==> config.mk <==
export PLATFORM = sky130hd
export DESIGN_NAME = chunked_adder
export DESIGN_NICKNAME = d
export VERILOG_FILES = /design/src/rtl/chunked_adder.sv
export SDC_FILE = /design/constraint.sdc
export NUM_CORES = 2
export LEC_CHECK = 0
export ABC_AREA = 1
export ABC_CLOCK_PERIOD_IN_PS = 63300
export BUFFER_PORTS_ARGS = -buffer_cell sky130_fd_sc_hd__buf_2
export CORE_AREA = 2 2 457 459
export DETAILED_ROUTE_END_ITERATION = 8
export DIE_AREA = 0 0 459 461
export GPL_ROUTABILITY_DRIVEN = 0
export PLACE_DENSITY = 0.53
export SKIP_CTS_REPAIR_TIMING = 1
export SYNTH_ARGS = -nofsm -noshare
export SYNTH_HDL_FRONTEND = slang
export SYNTH_SLANG_ARGS = --single-unit
==> constraint.sdc <==
create_clock -name clk -period 63.3 [get_ports clk]
set_clock_uncertainty 0.2 [all_clocks]
set_input_delay 3.165 -clock clk [delete_from_list [all_inputs] [get_ports clk]]
set_output_delay 3.165 -clock clk [all_outputs]
set_load 0.01 [all_outputs]
==> src/rtl/chunked_adder.sv <==
// chunked_adder: multi-cycle WIDTH-bit adder/subtractor, CHUNK bits per clock, LSB chunk first.
// Latency: done is high in the cycle after edge t0+NCHUNK, or after edge t0+1 with
//   CHUNKED_ADDER_SINGLE_CYCLE_EN defined. One operation per latency+1 cycles.
// Backpressure: none. start is ignored while busy, and start during the done cycle is accepted.
//
// Ports:
//   clk, reset           rising-edge clock; asynchronous active-high reset
//   start, subtract      request; subtract=1 computes a + ~b + 1 (sampled with start)
//   in_a, in_b           WIDTH-bit operands, registered on the accepting edge
//   result               [WIDTH-1:0] sum/difference mod 2^WIDTH, [WIDTH] raw carry-out
//   done                 one-cycle pulse, result valid
//   busy                 high while an operation is in progress
// Optional macro: CHUNKED_ADDER_SINGLE_CYCLE_EN does the full-width add in a single RUN edge.
module chunked_adder #(
  parameter int WIDTH = 384,
  parameter int CHUNK = 64
) (
  input  logic             clk,
  input  logic             reset,
  input  logic             start,
  input  logic             subtract,
  input  logic [WIDTH-1:0] in_a,
  input  logic [WIDTH-1:0] in_b,
  output logic [WIDTH:0]   result,
  output logic             done,
  output logic             busy
);

  localparam int NCHUNK = WIDTH / CHUNK;
  localparam int CW     = $clog2(NCHUNK) + 1;

  typedef enum logic {IDLE, RUN} state_t;

  state_t           state_q, state_d;
  logic [WIDTH-1:0] opa_q, opa_d;
  logic [WIDTH-1:0] opb_q, opb_d;
  logic             carry_q, carry_d;
  logic [WIDTH:0]   result_q, result_d;
  logic             done_q, done_d;
  logic             busy_q, busy_d;

`ifdef CHUNKED_ADDER_SINGLE_CYCLE_EN
  logic [WIDTH:0]   full_sum;
`else
  logic [CW-1:0]    cnt_q, cnt_d;
  logic [CHUNK-1:0] a_chunk;
  logic [CHUNK-1:0] b_chunk;
  logic [CHUNK:0]   chunk_sum;
`endif

  always_comb begin
    state_d  = state_q;
    opa_d    = opa_q;
    opb_d    = opb_q;
    carry_d  = carry_q;
    result_d = result_q;
    done_d   = 1'b0;
    busy_d   = busy_q;
`ifdef CHUNKED_ADDER_SINGLE_CYCLE_EN
    full_sum = '0;
`else
    cnt_d     = cnt_q;
    a_chunk   = '0;
    b_chunk   = '0;
    chunk_sum = '0;
`endif

    case (state_q)
      IDLE: begin
        if (start) begin
          // Subtraction is folded into the add: store ~b and seed the carry with 1.
          opa_d   = in_a;
          opb_d   = subtract ? ~in_b : in_b;
          carry_d = subtract;
`ifndef CHUNKED_ADDER_SINGLE_CYCLE_EN
          cnt_d   = '0;
`endif
          state_d = RUN;
          busy_d  = 1'b1;
        end
      end

      RUN: begin
`ifdef CHUNKED_ADDER_SINGLE_CYCLE_EN
        full_sum = {1'b0, opa_q} + {1'b0, opb_q} + (WIDTH+1)'(carry_q);
        result_d = full_sum;
        carry_d  = full_sum[WIDTH];
        done_d   = 1'b1;
        busy_d   = 1'b0;
        state_d  = IDLE;
`else
        // Constant-index mux keeps the slice selects static and narrow.
        for (int k = 0; k < NCHUNK; k++) begin
          if (cnt_q == CW'(k)) begin
            a_chunk = opa_q[k*CHUNK +: CHUNK];
            b_chunk = opb_q[k*CHUNK +: CHUNK];
          end
        end
        chunk_sum = {1'b0, a_chunk} + {1'b0, b_chunk} + (CHUNK+1)'(carry_q);
        for (int k = 0; k < NCHUNK; k++) begin
          if (cnt_q == CW'(k)) begin
            result_d[k*CHUNK +: CHUNK] = chunk_sum[CHUNK-1:0];
          end
        end
        carry_d = chunk_sum[CHUNK];
        cnt_d   = cnt_q + CW'(1);
        if (cnt_q == CW'(NCHUNK-1)) begin
          result_d[WIDTH] = chunk_sum[CHUNK];
          done_d          = 1'b1;
          busy_d          = 1'b0;
          state_d         = IDLE;
        end
`endif
      end

      default: state_d = IDLE;
    endcase
  end

  always_ff @(posedge clk or posedge reset) begin
    if (reset) begin
      state_q  <= IDLE;
      opa_q    <= '0;
      opb_q    <= '0;
      carry_q  <= 1'b0;
      result_q <= '0;
      done_q   <= 1'b0;
      busy_q   <= 1'b0;
`ifndef CHUNKED_ADDER_SINGLE_CYCLE_EN
      cnt_q    <= '0;
`endif
    end else begin
      state_q  <= state_d;
      opa_q    <= opa_d;
      opb_q    <= opb_d;
      carry_q  <= carry_d;
      result_q <= result_d;
      done_q   <= done_d;
      busy_q   <= busy_d;
`ifndef CHUNKED_ADDER_SINGLE_CYCLE_EN
      cnt_q    <= cnt_d;
`endif
    end
  end

  assign result = result_q;
  assign done   = done_q;
  assign busy   = busy_q;

endmodule

==> flow_metrics.py <==
metrics = {
    "sta": {
        "finalHoldViolations": 0,
        "worst_slew_margin_rel_pct": 20.7,
        "slew_violations": 0,
        "timing_worst_slew_pin_value_ns": 1.18,
        "rsz_0062_raised_after_global_routing": "false",
        "tns_ns": 0,
        "setup_viol_count_final": 0,
        "final.period_utilization_pct": 11.5,
        "max_freq_mhz": 138,
        "period_needed_ns": 7.27,
    },
    "worst_setup_path": {
        "critical_path_arrival_ns": 7.67,
        "end_kind": "flip-flop",
        "cpMostUsedCell": "sky130_fd_sc_hd__buf_4",
        "path_cells": "buf_2, inv_1, nor2_4, buf_12, inv_8, buf_4, buf_4, buf_4, o21ai_0",
        "timing.critical_path.from_type": "input pin",
        "crit_path_max_fo": 192,
        "crit_path_max_incr_delay_ns": 0.95,
        "cpLargestDelayFamily": "buffers and inverters",
        "setup.worst_path.class": "in2reg",
        "timing.critical_path.buf_inv": 7,
        "worst-endpoint-required_ns": 63.70,
        "critical_path.slowest_cell": "sky130_fd_sc_hd__buf_4",
    },
    "finish": {
        "nets": 9105,
        "multi_input_comb_area_sq_mm": 0.0250,
        "fin_util_pct": 34.1,
        "drive_above_1_share_pct": 18.0,
        "design_area_sq_mm": 0.0704,
        "seqCellArea_sq_mm": 0.0291,
        "area.growth.synth_to_final_pct": 23.0,
        "count_of_filler_cells_inserted_in_the_layout": 22100,
    },
    "logic_synthesis": {
        "async_reset_ff_share_pct": 100,
        "synth_sequential_area_ratio_pct": 50.7,
        "synth.lib_cells_used.distinct": 35,
        "synth-seq-cells": 1161,
        "postSynthAreaPerCell_sq_um": 7.85,
        "synth_commonest_cells": "sky130_fd_sc_hd__nand2_1 (3177), sky130_fd_sc_hd__dfrtp_1 (1161), sky130_fd_sc_hd__o21ai_0 (592)",
        "synthFlopType": "sky130_fd_sc_hd__dfrtp_1",
        "synthMostInstantiatedCell": "sky130_fd_sc_hd__nand2_1",
        "synth_area_leader": "sky130_fd_sc_hd__dfrtp_1",
        "synth_top_area_share_pct": 50.7,
        "cells_after_synthesis": 7302,
        "ys.warnings.count": 0,
        "syn-cell-area_sq_mm": 0.0573,
        "synth-edff-count": 0,
        "netlist_top_cells_area": "sky130_fd_sc_hd__dfrtp_1 (51%), sky130_fd_sc_hd__nand2_1 (21%), sky130_fd_sc_hd__xnor2_1 (6.3%)",
        "syn-num-nets": 8143,
    },
    "drt": {
        "drt-vias-per-instance": 4.80,
        "drt_first_pass_iters": 9,
        "detail_route.wl_per_cell_um": 23.2,
        "num_vias": 53400,
        "drc": 0,
        "route.antenna.remaining_nets": 0,
        "drt_wl_total_um": 258000,
        "drt_first_iter_violations": 4826,
    },
    "grt": {
        "grt_use_total_pct": 23.8,
        "antenna_violations_before_repair": 100,
        "first_global_vias": 51700,
        "largest_net_degree_at_the_start_of_global_routing": 262,
        "grt_pass1_wl_um": 365000,
        "global_route.overflow_total": 0,
    },
    "power": {
        "fin_total_pwr_w": 0.00441,
        "leakagePower_nw": 37.0,
        "power.ir.vdd_worst_v": 0.0000308,
        "power_per_cell_area_mw_per_mm2": 62.6,
    },
    "floorplanning": {
        "initial_cell_density_of_the_core_pct": 27.8,
        "die_height_um": 461,
        "fp.dieW_um": 459,
        "num_io_pins": 1159,
        "die-area_sq_mm": 0.212,
        "floorplan.core_area_sq_mm": 0.206,
        "row_count": 167,
    },
    "placement": {
        "placedInstanceArea_sq_mm": 0.0655,
        "post-dp-hpwl_um": 195000,
        "port-buffer-count": 1158,
    },
    "cts": {
        "tritoncts": "built",
        "cts.path.max_buffers": 3,
        "clk-insertion-delay-late_ns": 0.81,
        "htree_levels": 4,
        "clkSlewWorstSetupHoldPaths_ns": 0.06,
        "clock_sinks": 1161,
        "cts-buffers-inserted": 139,
        "root_buffer": "sky130_fd_sc_hd__clkbuf_16",
    },
    "flow_run": {
        "timing.max_cap.violations": 0,
    },
    "min_path": {
        "hold_path.class": "reg2reg",
    },
    "status": {
        "run_status": "finished clean",
    },
}
cell families (layout without fill, tap and decap cells):
| kind of cell | after synthesis | in the layout | synth area share, % |
|---|---|---|---|
| adder cells (fa/ha/maj) | 69 | 69 | 1.53 |
| buffers and inverters | 840 | 1906 | 5.86 |
| AND/OR/NAND/NOR | 3832 | 3832 | 26.3 |
| XOR/XNOR | 413 | 413 | 6.34 |
| flip-flops | 1161 | 1161 | 50.7 |
| other | 0 | 44 | 0 |
| AO/OA/AOI/OAI | 987 | 987 | 9.22 |
layer usage:
layer / vias up / GRT usage [%] / share of wire (%)
met5: - / 0 / 0.069
met4: 26 / 9.99 / 3.9
met3: 400 / 4.30 / 6.3
met2: 2098 / 38.0 / 46
met1: 25800 / 31.5 / 44
li1: 25100 / - / -
flip-flops by register name (all words and copies together) (netlist names):
signal and flops:
cnt_q 4, result 385, carry_q 1, busy 1, opa_q 384, done 1
state_q 1, opb_q 384
final cells by class:
| class | count | area share (%) |
|---|---|---|
| sequential | 1161 | 41.2 |
| multi-input combinational | 5301 | 35.4 |
| timing repair buffer | 1236 | 9.18 |
| clock buffer | 193 | 5.86 |
| tap | 2704 | 4.80 |
| inverter | 425 | 2.31 |
| clock inverter | 52 | 1.02 |
| antenna | 44 | 0.156 |
worst reg2reg max path, delay by kind of cell, from the launching register on:
| family | cells | cell delay, ns |
|---|---|---|
| compound gates | 3 | 0.60 |
| xor+xnor | 1 | 0.91 |
| fa+ha+maj | 2 | 0.67 |
| buf+inv | 6 | 1.78 |
| flops | 1 | 0.44 |
| simple gates | 8 | 1.86 |
metrics by stage:
stage          instances  hold WS [ns]  setup slack (ns)
2_1_floorplan       7302         0.237             27.23
3_3_place_gp       10800         0.250             55.48
3_5_place_dp       10800         0.254             55.43
4_1_cts            11100         0.268             56.31
5_1_grt            11100         0.286             55.73
6_report           11100         0.266             56.03
report_power, final:
group / internal (W) / total [W] / leakage (nW) / switching, W
combinational: 0.000597 / 0.00230 / 20.0 / 0.00170
clock: 0.000507 / 0.000851 / 2.39 / 0.000344
sequential: 0.00108 / 0.00126 / 14.6 / 0.000184
total: 0.00218 / 0.00441 / 37.0 / 0.00223
layout by cell type (no fill, tap or decap), drive strengths merged:
cell	instances
inv	427
buf	1236
a41oi	16
dfrtp	1161
nor4	2
o21bai	3
o21ai	788
or2	1
a22oi	4
bufinv	12
nand3	338
a21boi	1
ha	67
nand2	3180
nand3b	13
clkinvlp	3
a211oi	1
xor2	2
xnor2	411
nor3	18
clkbuf	193
fa	2
o221ai	16
diode	44
a31oi	60
o211ai	50
nand4	62
nor2	218
clkinv	35
a21oi	48
path summary, 6_finish.rpt:
path / from / end / slack (ns) / depth (start not counted)
setup reg to reg: cnt_q[0] / result[23] / 56.69 / 20
min in group asynchronous: reset / opb_q[20] / 2.36 / 2
setup / recovery: start / opb_q[52] / 56.03 / 9
hold / removal: opa_q[326] / opa_q[326] / 0.27 / 2
hold reg to reg: opa_q[326] / opa_q[326] / 0.27 / 2
max in group asynchronous: reset / opa_q[207] / 56.40 / 6
No activity file was read; power rests on OpenSTA's default activity.
